[config.mk]
export PLATFORM = sky130hd
export DESIGN_NAME = axi_basic_rx_pkt_pad
export DESIGN_NICKNAME = d
export VERILOG_FILES = /design/src/rtl/axi_basic_rx_pkt_pad.sv
export SDC_FILE = /design/constraint.sdc
export NUM_CORES = 1
export LEC_CHECK = 0
export BUFFER_PORTS_ARGS = -buffer_cell sky130_fd_sc_hd__clkbuf_2
export CORE_AREA = 10 10 130 132
export CTS_CLUSTER_DIAMETER = 40
export DETAILED_ROUTE_END_ITERATION = 12
export DIE_AREA = 0 0 140 142
export PLACE_DENSITY_LB_ADDON = 0.05
export SYNTH_ARGS = -nofsm -noshare
export SYNTH_HDL_FRONTEND = slang
export SYNTH_SLANG_ARGS = --single-unit
[constraint.sdc]
create_clock -name user_clk -period 8.4 [get_ports user_clk]
set_input_delay 1.26 -clock user_clk [delete_from_list [all_inputs] [get_ports user_clk]]
set_output_delay 1.26 -clock user_clk [all_outputs]
set_load 0.03 [all_outputs]
[src/rtl/axi_basic_rx_pkt_pad.sv]
// RX length-enforcing stage: decodes TLP header length, pads short/discontinued TLPs
// with zero beats and truncates overlong TLPs, all with zero-cycle pass-through latency.
module axi_basic_rx_pkt_pad #(
  parameter int C_DATA_WIDTH  = 128,
  parameter int C_TUSER_WIDTH = 22,
  parameter int TCQ           = 1,
  parameter int KEEP_WIDTH    = C_DATA_WIDTH/8
) (
  input  logic                     user_clk,
  input  logic                     user_rst_n,
  input  logic [C_DATA_WIDTH-1:0]  s_axis_rx_tdata,
  input  logic                     s_axis_rx_tvalid,
  output logic                     s_axis_rx_tready,
  input  logic                     s_axis_rx_tlast,
  input  logic [KEEP_WIDTH-1:0]    s_axis_rx_tkeep,
  input  logic [C_TUSER_WIDTH-1:0] s_axis_rx_tuser,
  input  logic                     s_axis_rx_dsc,
  output logic [C_DATA_WIDTH-1:0]  m_axis_rx_tdata,
  output logic                     m_axis_rx_tvalid,
  input  logic                     m_axis_rx_tready,
  output logic                     m_axis_rx_tlast,
  output logic [KEEP_WIDTH-1:0]    m_axis_rx_tkeep,
  output logic [C_TUSER_WIDTH-1:0] m_axis_rx_tuser,
  output logic                     err_short,
  output logic                     err_long,
  output logic [15:0]              pad_cnt
);

  localparam int unsigned NDW = C_DATA_WIDTH/32;
  localparam logic [11:0] N   = 12'(NDW);

  // TCQ is kept for parameter compatibility only; registers carry no modelled delay.
  if (TCQ < 0) begin : g_tcq_range
  end

  typedef enum logic [1:0] {IDLE, IN_PKT, PAD, DROP} state_e;

  state_e      state_q, state_d;
  logic [11:0] rem_q, rem_d;
  logic        err_short_q, err_short_d;
  logic        err_long_q, err_long_d;
  logic [15:0] pad_cnt_q, pad_cnt_d;

  logic [1:0]            fmt;
  logic                  td;
  logic [9:0]            len;
  logic [10:0]           len_dw;
  logic [11:0]           total;
  logic [11:0]           rem_now;
  logic                  final_beat;
  logic [KEEP_WIDTH-1:0] fin_keep;

  always_comb begin
    fmt        = s_axis_rx_tdata[30:29];
    td         = s_axis_rx_tdata[15];
    len        = s_axis_rx_tdata[9:0];
    len_dw     = (len == '0) ? 11'd1024 : {1'b0, len};
    total      = (fmt[0] ? 12'd4 : 12'd3) + {11'd0, td} + (fmt[1] ? {1'b0, len_dw} : 12'd0);
    rem_now    = (state_q == IDLE) ? total : rem_q;
    final_beat = (rem_now <= N);
    fin_keep   = '0;
    for (int unsigned j = 0; j < NDW; j++) begin
      fin_keep[4*j +: 4] = (rem_now > 12'(j)) ? 4'hF : 4'h0;
    end
  end

  always_comb begin
    state_d          = state_q;
    rem_d            = rem_q;
    err_short_d      = 1'b0;
    err_long_d       = 1'b0;
    pad_cnt_d        = pad_cnt_q;
    s_axis_rx_tready = 1'b0;
    m_axis_rx_tvalid = 1'b0;
    m_axis_rx_tdata  = '0;
    m_axis_rx_tuser  = '0;
    m_axis_rx_tkeep  = '0;
    m_axis_rx_tlast  = 1'b0;

    unique case (state_q)
      IDLE, IN_PKT: begin
        m_axis_rx_tvalid = s_axis_rx_tvalid;
        s_axis_rx_tready = m_axis_rx_tready;
        m_axis_rx_tdata  = s_axis_rx_tdata;
        m_axis_rx_tuser  = s_axis_rx_tuser;
        m_axis_rx_tkeep  = final_beat ? fin_keep : s_axis_rx_tkeep;
        // A final beat always ends the TLP; a non-final one never may, so tlast reduces to final_beat.
        m_axis_rx_tlast  = final_beat;
        if (s_axis_rx_tvalid && m_axis_rx_tready) begin
          if (final_beat) begin
            rem_d = '0;
            if (s_axis_rx_tlast) begin
              state_d = IDLE;
            end else begin
              err_long_d = 1'b1;
              state_d    = DROP;
            end
          end else begin
            rem_d = rem_now - N;
            if (s_axis_rx_dsc || s_axis_rx_tlast) begin
              err_short_d = 1'b1;
              pad_cnt_d   = (pad_cnt_q == 16'hFFFF) ? pad_cnt_q : pad_cnt_q + 16'd1;
              state_d     = PAD;
            end else begin
              state_d = IN_PKT;
            end
          end
        end
      end
      PAD: begin
        m_axis_rx_tvalid = 1'b1;
        m_axis_rx_tkeep  = fin_keep;
        m_axis_rx_tlast  = (rem_q <= N);
        if (m_axis_rx_tready) begin
          if (rem_q <= N) begin
            rem_d   = '0;
            state_d = IDLE;
          end else begin
            rem_d = rem_q - N;
          end
        end
      end
      DROP: begin
        s_axis_rx_tready = 1'b1;
        if (s_axis_rx_tvalid && s_axis_rx_tlast) begin
          state_d = IDLE;
        end
      end
      default: state_d = IDLE;
    endcase
  end

  always_ff @(posedge user_clk or negedge user_rst_n) begin
    if (!user_rst_n) begin
      state_q     <= IDLE;
      rem_q       <= '0;
      err_short_q <= 1'b0;
      err_long_q  <= 1'b0;
      pad_cnt_q   <= '0;
    end else begin
      state_q     <= state_d;
      rem_q       <= rem_d;
      err_short_q <= err_short_d;
      err_long_q  <= err_long_d;
      pad_cnt_q   <= pad_cnt_d;
    end
  end

  assign err_short = err_short_q;
  assign err_long  = err_long_q;
  assign pad_cnt   = pad_cnt_q;

endmodule
After elaboration in Yosys (flattened, before gate mapping)
Index checks and enable logic that the tools add are counted.
{"block": "op_classes", "reduce_logical": 10, "n_mux": 36, "n_eq_ne": 8, "order_cmp": 6, "n_addsub": 5, "bitwise_logic": 2}
{"op": "128-bit 2-to-1 mux", "count": 1}
{"op": "12-bit 2-to-1 mux", "count": 5}
{"op": "16-bit one-hot mux with 2 select lines", "count": 1}
{"op": "12-bit by 1-bit > comparator with 1-bit output, second input constant", "count": 2}
{"op": "12-bit by 2-bit > comparator with 1-bit output, second input constant", "count": 2}
{"op": "12-bit by 3-bit less-or-equal comparator with 1-bit output, second input constant", "count": 2}
{"op": "12-bit one-hot mux with 2 select lines", "count": 1}
{"op": "12-bit by 3-bit subtractor with 12-bit output, second input constant", "count": 2}
{"op": "11-bit 2-to-1 mux", "count": 2}
{"op": "22-bit 2-to-1 mux", "count": 1}
{"op": "16-bit by 1-bit adder with 16-bit output, second input constant", "count": 1}
{"op": "16-bit == test, second input constant", "count": 1}
{"op": "16-bit 2-to-1 mux", "count": 1}
{"op": "4-bit 2-to-1 mux", "count": 4}
{"op": "2-bit 2-to-1 mux", "count": 7}
{"op": "4-bit by 11-bit adder with 12-bit output", "count": 1}
{"op": "10-bit zero test", "count": 1}
{"op": "1-bit 2-to-1 mux", "count": 8}
{"op": "2-bit inequality test, second input constant", "count": 4}
{"op": "1-bit one-hot mux with 2 select lines", "count": 3}
{"op": "2-bit one-hot mux with 3 select lines", "count": 1}
{"op": "5-bit AND reduction", "count": 1}
{"op": "3-bit by 1-bit adder with 4-bit output", "count": 1}
{"op": "2-bit == test, second input constant", "count": 2}
{"op": "other kinds (10)", "count": 12}
{"block": "word_totals", "reg_bits": 32, "input_bits": 172}

Logic depth before layout (Yosys ltp)
{"block": "logic_depth", "depth_word": 9, "mapped_depth": 16}

Worst setup path before layout
No wires, ideal clock.
{"block": "synth_path", "path_kind": "input to output", "startpoint": "in s_axis_rx_tdata[30]", "endpoint": "out m_axis_rx_tkeep[0]", "slack_ps": 2788, "n_path_buf": 3, "required_ps": 7140, "stages": 14, "arrival_ps": 4352, "cell_sequence": "buf_4 and2_1 fa_1 fa_1 xor2_1 mux2i_1 ha_1 nand3_1 o211a_1 or3_1 buf_2 nand2b_1 buf_4 o21a_1"}
{"block": "synth_between", "elab_chain_cells": 7, "word_cells_on_any_way": 8, "classes_between": "add/sub: 1; order compare: 2; mux: 5"}
{"element": "start: declaration", "line": "11", "text": "input logic [C_DATA_WIDTH-1:0] s_axis_rx_tdata,"}
{"element": "11-bit 2-to-1 mux *", "line": "58", "text": "total = (fmt[0] ? 12'd4 : 12'd3) + {11'd0, td} + (fmt[1] ? {1'b0, len_dw} : 12'd0);"}
{"element": "4-bit by 11-bit adder with 12-bit output *", "line": "58"}
{"element": "12-bit 2-to-1 mux *", "line": "59", "text": "rem_now = (state_q == IDLE) ? total : rem_q;"}
{"element": "12-bit by 1-bit > comparator with 1-bit output", "line": "63", "text": "fin_keep[4*j +: 4] = (rem_now > 12'(j)) ? 4'hF : 4'h0;"}
{"element": "4-bit 2-to-1 mux", "line": "63"}
{"element": "16-bit 2-to-1 mux", "line": "86", "text": "m_axis_rx_tkeep = final_beat ? fin_keep : s_axis_rx_tkeep;"}
{"element": "16-bit one-hot mux with 2 select lines *", "line": "80", "text": "unique case (state_q)"}
{"element": "end: declaration", "line": "22", "text": "output logic [KEEP_WIDTH-1:0] m_axis_rx_tkeep,"}
Mark *: on every way between the ends. The rest lies on a longest branch, timed or not.

Final worst setup path
{"block": "layout_path", "startpoint": "in s_axis_rx_tdata[30]", "endpoint": "out m_axis_rx_tkeep[8]"}
{"block": "layout_between", "elab_chain_cells": 7, "word_cells_on_any_way": 8, "classes_between": "add/sub: 1; order compare: 2; mux: 5"}
{"element": "11-bit 2-to-1 mux *", "line": "58"}
{"element": "4-bit by 11-bit adder with 12-bit output *", "line": "58"}
{"element": "12-bit 2-to-1 mux *", "line": "59"}
{"element": "12-bit by 2-bit > comparator with 1-bit output", "line": "63"}
{"element": "4-bit 2-to-1 mux", "line": "63"}
{"element": "16-bit 2-to-1 mux", "line": "86"}
{"element": "16-bit one-hot mux with 2 select lines *", "line": "80"}
Marks and branches as above.

==> impl_results.md <==
* Type of origin of the critical path: input port
* Worst Setup End Kind: output port
* Post_cts resized at 0
* Worst hold-check path type: flop to flop
* CP max FO at 16
* Main synth FF type: dfrtp_1
* Post-CTS Repair Setup Buffers at 0
* Setup violators final at 0
* Post-synth EDFFs at 0
* Synth Instances at 498
* Outcome: finished clean
* Hold Buf Count CTS at 0
* Worst slew pin tran at 1.09 ns
* GPL Wtd Cong at 0.969
* R2r worst-path depth at 7
* FMAX at 157 MHz
* Critical path class: input port to output port
* Synth async-reset ratio at 100%
* Core area at 14300 um^2
* Power Density at 388 nW/um^2
* Total track usage at 21.6%
* Metal3 WL at 3.03 mm
* CP arrival at 5.10 ns
* Max cap viols at 0
* Fin nets at 1011
* Die area at 19900 um^2
* Unique cell type count in the Yosys netlist at 70
* Pre-antenna DRT Iters at 5
* Die H at 142 um
* Avg Cell Area, Syn at 7.65 um^2
* Family with the most delay on the worst path: simple AND/OR/NAND/NOR gates
* Synth Register Bits at 32
* Worst clock skew at 0.00386 ns
* Hold path cells at 1
* CTS sink cnt at 32
* Cts bufs inserted at 5
* Htree depth at 2
* # IOs at 359
* WP data required at 7.14 ns
* Leakage at 3.02 nW
* Slowest-stage cell, CP: or3_1
* Period utilisation layout at 75.7%
* Period minus WS final at 6.36 ns
* Wl on met1 at 9.76 mm
* First-pass GRT wire length at 33.2 mm
* Vias at 5018
* Die X at 140 um
* Syn. warnings at 0
* Congestion Overflow GR at 0
* Worst Path Buf+Inv at 2
* Post-Syn Nets at 678
* 1st-iter DRT viols at 325
* Wirelength, routed at 23.4 mm
* Peak supply drop at 285 uV
* Post-synthesis sequential area ratio at 21.0%
* Final Hold Viols at 0
* Syn-to-layout area delta at 53.8%
* Metal2 WL at 10.4 mm
* CTS tree: built
* Slew HR at 27.5%
* DP Wirelength at 20.3 mm
* Initial Utilization at 26.6%
* Final ANT Viol Nets at 0
* Post-synthesis cell area at 3810 um^2
* Critical-path cell list: clkbuf_2 > and2_1 > fa_1 > fa_1 > a21oi_2 > or4_1 > o311a_1 > o2111ai_2 > or3_1 > nand2b_1 > o21a_1 > clkbuf_2
* WP depth at 12
* CP peak stage delay at 0.64 ns
* Setup TNS at 0 ns
* WL per Instance at 23.0 um
* Antenna violations before repair at 4
* Slew Viols, Final at 0
* Port bufs at 358
* Share of layout cells above drive strength 1 at 46.8%
* DRC at 0
* Root Driver: clkbuf_16
* Uppermost routed layer: met4
* Vias in the first global route at 5151
* Largest net degree at the start of global routing at 100
* Clock tree buffer depth at 2
* Via density at 4.93
* Fin util at 40.9%
* Row cnt at 44
* Clk slew on worst S/H paths at 0.05 ns
* Clock latency on the worst-skew pair at 0.28 ns
* Unrepaired setup endpoints after global routing: no
-- flip-flops by register name, indices dropped and copies added (netlist names) --
| name | cells |
|---|---|
| pad_cnt | 16 |
| rem_q | 12 |
| state_q | 2 |
| err_short | 1 |
| err_long | 1 |
-- cell type report --
type | count | area, um^2
fill | 1550 | 8450
multi-input combinational | 421 | 2810
timing repair buffer | 359 | 1800
sequential | 32 | 805
tap | 184 | 230
clock buffer | 6 | 129
inverter | 12 | 45.0
clock inverter | 2 | 35.0
antenna | 2 | 5.00
-- cells in the final DEF (no fill, tap or decap), types with 4 or more instances in the layout --
master,Yosys,routed
o211ai_1,4,4
nand2b_1,8,8
o21ai_0,21,21
o221ai_1,5,5
nor2b_1,149,149
nor4_1,11,11
o21a_1,18,18
clkbuf_2,0,358
xor2_1,18,18
clkbuf_16,0,5
nor3_1,12,12
nand3_1,13,13
nor4_2,5,5
dfrtp_1,32,31
and2_1,6,6
nand4_1,4,4
a21oi_1,7,7
inv_1,12,12
ha_1,6,6
xnor2_1,5,5
nor2_1,22,22
nand2_1,38,38
-- routing by layer --
| metal | up-vias | GRT usage (%) |
|---|---|---|
| met2 | 230 | 32.1 |
| met4 | 0 | 3.32 |
| met3 | 11 | 12.0 |
| met5 | - | 0 |
| li1 | 2399 | - |
| met1 | 2378 | 27.2 |
-- logic make-up after synthesis --
logic type / Yosys count / synth area share (%)
AO/OA/AOI/OAI: 96 / 19.7
XOR/XNOR: 23 / 5.29
adder cells (fa/ha/maj): 8 / 3.02
buffers and inverters: 45 / 5.16
flip-flops: 32 / 21.0
multiplexers: 5 / 1.54
AND/OR/NAND/NOR: 289 / 44.2
-- per-stage QoR --
| stage | instance area, um^2 | power, mW | setup WS, ns | hold slack, ns | std cells |
|---|---|---|---|---|---|
| detailed placement | 5690 | 2.06 | 2.10 | 0.481 | 1008 |
| global placement | 5690 | 2.06 | 2.20 | 0.477 | 1008 |
| finish | 5860 | 2.27 | 2.04 | 0.485 | 1018 |
| global route | 5860 | 2.42 | 1.79 | 0.506 | 1018 |
| CTS | 5850 | 2.28 | 2.08 | 0.488 | 1016 |
| floorplan | 3810 | 1.54 | 2.79 | 0.490 | 498 |
-- power breakdown --
part | total [mW] | internal [mW] | switching, mW
combinational | 1.74 | 0.493 | 1.25
sequential | 0.324 | 0.196 | 0.128
clock | 0.206 | 0.139 | 0.0668
-- Yosys cell counts, drive strengths merged, types with 2 or more instances --
library cell,n,area (um^2)
a2111oi,3,26.3
a211oi,3,22.5
a21o,3,22.5
a21oi,8,43.8
a221oi,2,23.8
a22o,2,17.5
a32oi,2,17.5
and2,6,37.5
and3,2,12.5
buf,11,68.8
clkbuf,22,82.6
dfrtp,32,801
fa,2,40.0
ha,6,75.1
inv,12,45.0
mux2,4,48.8
nand2,38,143
nand2b,8,50.1
nand3,14,75.1
nand4,4,25.0
nor2,23,88.8
nor2b,149,932
nor3,13,70.1
nor4,16,131
nor4b,2,17.5
o2111ai,3,50.1
o211ai,4,30.0
o21a,18,135
o21ai,22,114
o221ai,5,43.8
o22ai,3,32.5
o311a,2,20.0
o311ai,2,17.5
o31a,2,17.5
o41ai,2,17.5
or2,4,25.0
or3,3,18.8
or4,3,22.5
xnor2,5,43.8
xor2,18,158
-- worst paths after layout --
kind	start	end	slack, ns
setup / recovery	s_axis_rx_tdata[30]	m_axis_rx_tkeep[8]	2.04
hold / removal	pad_cnt[10]	pad_cnt[10]	0.48
setup reg to reg	state_q[1]	pad_cnt[12]	3.96
hold reg to reg	pad_cnt[10]	pad_cnt[10]	0.48
max in group asynchronous	user_rst_n	state_q[1]	6.71
min in group asynchronous	user_rst_n	pad_cnt[7]	1.07
(Power assumes the default switching activity.)
